**config.mk**
```make
export PLATFORM = sky130hd
export DESIGN_NAME = cell_xor_sequencer
export DESIGN_NICKNAME = d
export VERILOG_FILES = /design/src/rtl/cell_xor_sequencer.sv
export SDC_FILE = /design/constraint.sdc
export NUM_CORES = 1
export LEC_CHECK = 0
export CAP_MARGIN = 20
export CORE_MARGIN = 2
export CORE_UTILIZATION = 50
export CTS_BUF_LIST = sky130_fd_sc_hd__clkbuf_16
export DETAILED_ROUTE_END_ITERATION = 8
export PLACE_DENSITY = 0.87
export SETUP_SLACK_MARGIN = 0.05
export SLEW_MARGIN = 20
export SYNTH_ARGS = -nofsm -noshare
export SYNTH_HDL_FRONTEND = slang
export SYNTH_SLANG_ARGS = --single-unit
```
**constraint.sdc**
```tcl
create_clock -name clk_i -period 4.75 [get_ports clk_i]
set_input_delay 0.95 -clock clk_i [delete_from_list [all_inputs] [get_ports clk_i]]
set_output_delay 0.95 -clock clk_i [all_outputs]
set_load 0.01 [all_outputs]
```
**src/rtl/cell_xor_sequencer.sv**
```systemverilog
// Sequencer for the 25-cell bit memory. It bulk-loads a line, XORs each cell with a key
// through a read-modify-write walk, then reads every cell back to build the result.
//
// state    | meaning
// ---------+------------------------------------------------------------
// S_IDLE   | waiting for start_i; line/key captured on acceptance
// S_INIT   | one-cycle bulk-load strobe, memory loads mem_line_o
// S_READ   | read cell idx_q, latch the bit into bit_q
// S_WRITE  | write bit_q ^ key[idx_q] back, remember it in expect_q
// S_VERIFY | read cell idx_q back into result, flag any mismatch
// S_DONE   | one-cycle completion pulse
module cell_xor_sequencer #(
  parameter int SIZE    = 5,
  parameter int MEMSIZE = 25
) (
  input  logic               clk_i,
  input  logic               rst_i,
  input  logic               start_i,
  input  logic [MEMSIZE-1:0] line_in_i,
  input  logic [MEMSIZE-1:0] key_in_i,
  input  logic               mem_out_i,
  output logic               mem_init_o,
  output logic [MEMSIZE-1:0] mem_line_o,
  output logic [SIZE-1:0]    mem_index_o,
  output logic               mem_val_o,
  output logic               mem_write_o,
  output logic               mem_read_o,
  output logic               busy_o,
  output logic               done_o,
  output logic [MEMSIZE-1:0] result_o,
  output logic               error_o
);

  typedef enum logic [2:0] {
    S_IDLE   = 3'd0,
    S_INIT   = 3'd1,
    S_READ   = 3'd2,
    S_WRITE  = 3'd3,
    S_VERIFY = 3'd4,
    S_DONE   = 3'd5
  } state_t;

  localparam logic [SIZE-1:0] LAST_IDX = SIZE'(MEMSIZE - 1);
  localparam logic [SIZE-1:0] IDX_ONE  = SIZE'(1);

  state_t             state_q,  state_d;
  logic [SIZE-1:0]    idx_q,    idx_d;
  logic [MEMSIZE-1:0] line_q,   line_d;
  logic [MEMSIZE-1:0] key_q,    key_d;
  logic [MEMSIZE-1:0] expect_q, expect_d;
  logic [MEMSIZE-1:0] result_q, result_d;
  logic               error_q,  error_d;
  logic               bit_q,    bit_d;
  logic               wval;

  always_ff @(posedge clk_i or posedge rst_i) begin
    if (rst_i) begin
      state_q <= S_IDLE;
    end else begin
      state_q <= state_d;
    end
  end

  always_ff @(posedge clk_i or posedge rst_i) begin
    if (rst_i) begin
      idx_q    <= '0;
      line_q   <= '0;
      key_q    <= '0;
      expect_q <= '0;
      result_q <= '0;
      error_q  <= 1'b0;
      bit_q    <= 1'b0;
    end else begin
      idx_q    <= idx_d;
      line_q   <= line_d;
      key_q    <= key_d;
      expect_q <= expect_d;
      result_q <= result_d;
      error_q  <= error_d;
      bit_q    <= bit_d;
    end
  end

  always_comb begin
    state_d     = state_q;
    idx_d       = idx_q;
    line_d      = line_q;
    key_d       = key_q;
    expect_d    = expect_q;
    result_d    = result_q;
    error_d     = error_q;
    bit_d       = bit_q;
    wval        = bit_q ^ key_q[idx_q];
    mem_init_o  = 1'b0;
    mem_index_o = '0;
    mem_val_o   = 1'b0;
    mem_write_o = 1'b0;
    mem_read_o  = 1'b0;
    done_o      = 1'b0;

    case (state_q)
      S_IDLE: begin
        if (start_i) begin
          line_d   = line_in_i;
          key_d    = key_in_i;
          result_d = '0;
          error_d  = 1'b0;
          state_d  = S_INIT;
        end
      end
      S_INIT: begin
        mem_init_o = 1'b1;
        idx_d      = '0;
        state_d    = S_READ;
      end
      S_READ: begin
        mem_index_o = idx_q;
        mem_read_o  = 1'b1;
        bit_d       = mem_out_i;
        state_d     = S_WRITE;
      end
      S_WRITE: begin
        mem_index_o     = idx_q;
        mem_write_o     = 1'b1;
        mem_val_o       = wval;
        expect_d[idx_q] = wval;
        if (idx_q == LAST_IDX) begin
          idx_d   = '0;
          state_d = S_VERIFY;
        end else begin
          idx_d   = idx_q + IDX_ONE;
          state_d = S_READ;
        end
      end
      S_VERIFY: begin
        mem_index_o     = idx_q;
        mem_read_o      = 1'b1;
        result_d[idx_q] = mem_out_i;
        if (mem_out_i != expect_q[idx_q]) begin
          error_d = 1'b1;
        end
        if (idx_q == LAST_IDX) begin
          idx_d   = '0;
          state_d = S_DONE;
        end else begin
          idx_d = idx_q + IDX_ONE;
        end
      end
      S_DONE: begin
        done_o  = 1'b1;
        state_d = S_IDLE;
      end
      default: begin
        state_d = S_IDLE;
      end
    endcase
  end

  // busy spans INIT through the last VERIFY cycle; DONE is deliberately excluded
  assign busy_o     = (state_q == S_INIT) || (state_q == S_READ) ||
                      (state_q == S_WRITE) || (state_q == S_VERIFY);
  assign mem_line_o = line_q;
  assign result_o   = result_q;
  assign error_o    = error_q;

endmodule

```
## Word-level counts from Yosys, hierarchy flattened

Cells that the tools add are included.
Widths: inputs -> output; s select.

| word-level totals | value |
|---|---|
| logic and storage cells | 61 |
| input port bits | 54 |
| flip-flop bits (word level) | 110 |

| operators by class | value |
|---|---|
| muxes and demuxes | 25 |
| reduce and logical (&&, ||, !) cells | 14 |
| add/subtract/negate cells | 1 |
| equal/unequal tests | 10 |
| bitwise operators | 1 |
| magnitude comparators | 2 |

Operators with widths:

| kind | number |
|---|---|
| $bwmux 25 | 2 |
| $pmux 25 s2 | 1 |
| $mux 25 | 1 |
| $pmux 3 s5 | 1 |
| $bmux 1 s5 | 2 |
| $mux 1 | 10 |
| $mux 5 | 2 |
| $pmux 5 s2 | 1 |
| $mux 3 | 3 |
| $eq 3x2->1 const B | 2 |
| $eq 3x3->1 const B | 2 |
| $lt 5x6->1 const B | 1 |
| $ne 2x2->1 const B | 3 |
| $reduce_and 2->1 | 3 |
| $add 5x1->5 const B | 1 |
| $demux 1 s5 | 1 |
| $eq 5x5->1 const B | 1 |
| $ge 5x1->1 const B | 1 |
| $reduce_bool 2->1 | 2 |
| $reduce_or 2->1 | 2 |
| $eq 3x1->1 const B | 1 |
| $logic_not 3->1 | 1 |
| $logic_or 1x1->1 | 3 |
| $reduce_and 3->1 | 1 |
| 5 further kinds | 5 |

## Longest topological paths before layout

| logic depth | value |
|---|---|
| depth after elaboration | 6 |
| depth in mapped cells | 9 |
| depth with buffers taken out | 7 |

## Worst setup path before layout

No wires, ideal clock.

| timing | value |
|---|---|
| path kind | reg-to-output |
| start point | register idx_q[0] |
| end point | output mem_val_o |
| path buffers | 1 |
| setup slack | 1,887 ps |
| arrival | 1,913 ps |
| stages on the path, launching flop included | 7 |
| path through | dfrtp_1 -> buf_6 -> mux4_1 -> a22o_1 -> a41oi_4 -> a31oi_4 -> and3b_2 |

| on the way | value |
|---|---|
| cells in the longest elaborated chain, start to end | 4 |

Ends and longest elaborated chain:

| what | RTL line | RTL |
|---|---|---|
| start: declaration | 47 | `logic [SIZE-1:0] idx_q, idx_d;` |
| start signal: assignment | 74 | `idx_q <= idx_d;` |
| $bmux 1 s5 | 93 | `wval = bit_q ^ key_q[idx_q];` |
| $mux 1 (implied by the code) | 93 |  |
| $xor 1x1->1 | 93 |  |
| $mux 1 | 101 | `case (state_q)` |
| end: declaration | 25 | `output logic mem_val_o,` |

No other way between the ends. The select of a mux whose other input is x is not followed.

## Final worst setup path

| timing | value |
|---|---|
| start point | register idx_q[1] |
| end point | output mem_val_o |

Same word-level chain as after synthesis.

==> summary.txt <==
STA
  • FMAX: 0.239 GHz
  • Min Tclk post-route: 4.18 ns
  • Final hold vios: 0
  • Final number of max-transition violations: 0
  • Slew Limit Headroom: 0.384
  • Clock skew: 0.00577 ns
  • Setup slack after layout: 0.569 ns
  • Actual slew at the worst max-slew pin: 0.916 ns
  • Final setup viols: 0
  • Crit share post-route: 0.880
  • Final hold slack: 0.480 ns
  • Fin Setup TNS: 0 ns
  • RSZ-0062 raised after global routing: false

Drt
  • Total number of vias: 4913
  • DR pass1 iterations: 5
  • DR WL/cell: 17.6 um
  • Post-route ant nets: 0
  • Vias per cell: 5.94
  • Initial drt markers: 397
  • Drt total wl: 14600 um
  • # DRC: 0

Setup path
  • CP startpoint kind: flip-flop
  • Worst path arrival time: 3.23 ns
  • Crit path kind: reg -> out
  • Reg2reg end: expect_q[3]
  • Critical path required time: 3.80 ns
  • Worst r2r path cells: 6
  • Reg-to-reg slack, setup: 1.96 ns
  • Critical path, cell by cell: buf_4 -> mux2i_1 -> o32ai_1 -> o21ai_2 -> a31oi_4 -> and3b_2 -> clkdlybuf4s50_1
  • CP endpoint kind: output pin
  • Worst-path cell with the longest stage delay: o21ai_2
  • Max stage delay on crit path: 0.70 ns
  • Reg-to-Reg Start: idx_q[4]
  • Buf/Inv on CP: 2
  • CP Max Fanout: 19
  • CP delay by family, top: compound AO/OA/AOI/OAI gates

CTS
  • Clock Tree Root: clkbuf_16
  • Clk slew on worst S/H paths: 0.07 ns
  • CTS tree: built
  • CTS Sinks: 110
  • Post-CTS sizing: 0
  • Worst skew pair latency: 0.36 ns
  • Number of post-CTS setup repair buffers: 0
  • Hold bufs inserted after CTS: 0
  • H-tree depth: 3
  • Clock Tree Buf Depth: 2
  • Total CTS buffers: 9

Layout
  • Fillers: 914
  • Layout cells sized above 1: 0.111
  • Commonest non-fill, non-tap cell in the layout: nand2_1
  • Multi-input gate area: 2630 um2
  • Non-filler cells, final: 827
  • Final Instance Area: 7070 um2
  • Fin util: 0.625
  • Commonest cells after routing, fill and taps aside: nand2_1 (170), clkdlybuf4s50_1 (115), dfrtp_1 (110)
  • Fin nets: 737
  • Synth-to-layout area growth: 23.2%
  • Total area of sequential cells: 2750 um2
  • ANT cells: 0

Logic synthesis
  • Post-Syn Instances: 595
  • Avg Cell Area, Syn: 9.65 um2
  • Number of synthesized flops with an enable pin: 0
  • Cell taking the most area after synthesis: dfrtp_1
  • Synth Net Count: 653
  • Unique masters post-synth: 61
  • Yosys warns: 0
  • Yosys reg bits: 110
  • Main synth FF type: dfrtp_1
  • Ys async rst share: 1.00
  • Synth Cell Area: 5740 um2
  • Seq/Total Area, Yosys: 0.479
  • Area contributors post-synth: dfrtp_1 (48%), nand2_1 (11%), o211ai_1 (3.3%), o31ai_1 (3.3%), mux2i_1 (2.8%)
  • Share of the synthesized area in the top cell type: 0.479

Pwr
  • Pwr dens: 258 nW/um2
  • Clock share of power: 0.389
  • Switch share: 0.235
  • Maximum VDD drop: 192 uV
  • Sw Pwr: 0.430 mW
  • Seq pwr share: 0.534
  • Comb pwr share: 0.077
  • Internal: 1.40 mW
  • P_leak: 3.03 nW
  • Total power: 1.83 mW

Placement
  • PortBufs: 115
  • Placed cell areas: 6800 um2
  • GPL Wtd Cong: 0.909
  • Place WS: 0.996 ns
  • Cell count after placement: 811
  • HPWL after DPL: 10100 um

Floorplanning
  • Io pins: 116
  • Die ar.: 12400 um2
  • Core Rows: 39
  • Initial Utilization: 0.507
  • Die X: 111 um
  • Core Footprint: 11300 um2
  • DIE HEIGHT: 111 um

Global routing
  • Initial antenna violation count: 0
  • Vias in the first global route: 4820
  • Largest net degree at the start of global routing: 65
  • All-Layer GR Usage: 0.241
  • GR Overflow Total: 0
  • Global-route wire length before repair: 24200 um

Hold path
  • HP Start: mem_line_o[20]
  • Worst Hold Depth: 2
  • Min-Delay Endpoint: mem_line_o[20]
  • HP Class: reg -> reg

Run
  • MaxCap Viol Count: 0

Outcome
  • Outcome: completed
[cell families (layout without fill, tap and decap cells)]
group / Yosys count / in the layout / synth area share
fa+ha+maj: 4 / 4 / 0.00872
compound gates: 146 / 146 / 0.204
xor+xnor: 2 / 2 / 0.00305
simple gates: 253 / 253 / 0.191
buf+inv: 59 / 148 / 0.0641
mux: 21 / 21 / 0.0495
flops: 110 / 110 / 0.479
[worst min-delay path, stage by stage (launching register included)]
cell     delay (ns)
dfrtp_1        0.35
nand2_1        0.05
nand2_1        0.06
[area by class of cell]
cell class              instances  share of cell area
repair buffers                121               0.169
inverters                      11             0.00619
clock buffers                   9              0.0318
flip-flops and latches        110               0.389
multi-input cells             426               0.372
well taps                     143              0.0253
clock inverters                 7             0.00672
[worst max path at each step]
stage             start         to  slack, ns  cells past startpoint
2_1_floorplan     rst_i      bit_q       0.90                      1
4_1_cts        idx_q[1]  mem_val_o       0.60                      7
5_1_grt        idx_q[1]  mem_val_o       0.37                      7
3_5_place_dp   idx_q[1]  mem_val_o        1.0                      7
6_report       idx_q[1]  mem_val_o       0.57                      7
3_3_place_gp   idx_q[1]  mem_val_o       1.09                      7
[synth_stat cells (3+ instances only)]
| cell type | n |
|---|---|
| a21oi_2 | 18 |
| a41o_2 | 10 |
| a21oi_1 | 19 |
| a22oi_1 | 3 |
| nor3_1 | 16 |
| a31oi_1 | 5 |
| and3b_2 | 3 |
| mux4_1 | 3 |
| nand2b_1 | 3 |
| nand2_1 | 170 |
| inv_1 | 11 |
| nor2_1 | 32 |
| a31o_2 | 4 |
| o31ai_1 | 25 |
| and2_1 | 9 |
| ha_1 | 4 |
| clkbuf_8 | 8 |
| o211ai_1 | 25 |
| o2bb2ai_1 | 8 |
| o21ai_0 | 9 |
| a311oi_1 | 3 |
| clkbuf_1 | 26 |
| buf_6 | 6 |
| mux2i_1 | 16 |
| dfrtp_1 | 110 |
[per-layer routing]
| layer | part of all wire | vias to the layer above | wire (um) | GRT usage |
|---|---|---|---|---|
| met1 | 0.42 | 2421 | 6170 | 0.337 |
| met2 | 0.49 | 204 | 7100 | 0.377 |
| met5 | 0 | - | 0 | 0 |
| met3 | 0.075 | 18 | 1090 | 0.0547 |
| li1 | - | 2270 | - | - |
| met4 | 0.015 | 0 | 215 | 0.0798 |
[power groups by stage]
stage | clock [mW] | combinational [mW] | sequential [mW]
floorplan | 0 | 0.0564 | 0.992
detailed placement | 0 | 0.142 | 0.992
finish | 0.712 | 0.140 | 0.975
global placement | 0 | 0.137 | 0.992
CTS | 0.718 | 0.142 | 0.974
global route | 0.752 | 0.154 | 0.977
[sequential cells by signal, indices dropped and copies added (netlist names)]
name and flops:
expect_q 25, mem_line_o 25, idx_q 5, state_q 3, error_o 1, bit_q 1
result_o 25, key_q 25
No activity file was read; power rests on OpenSTA's default activity.
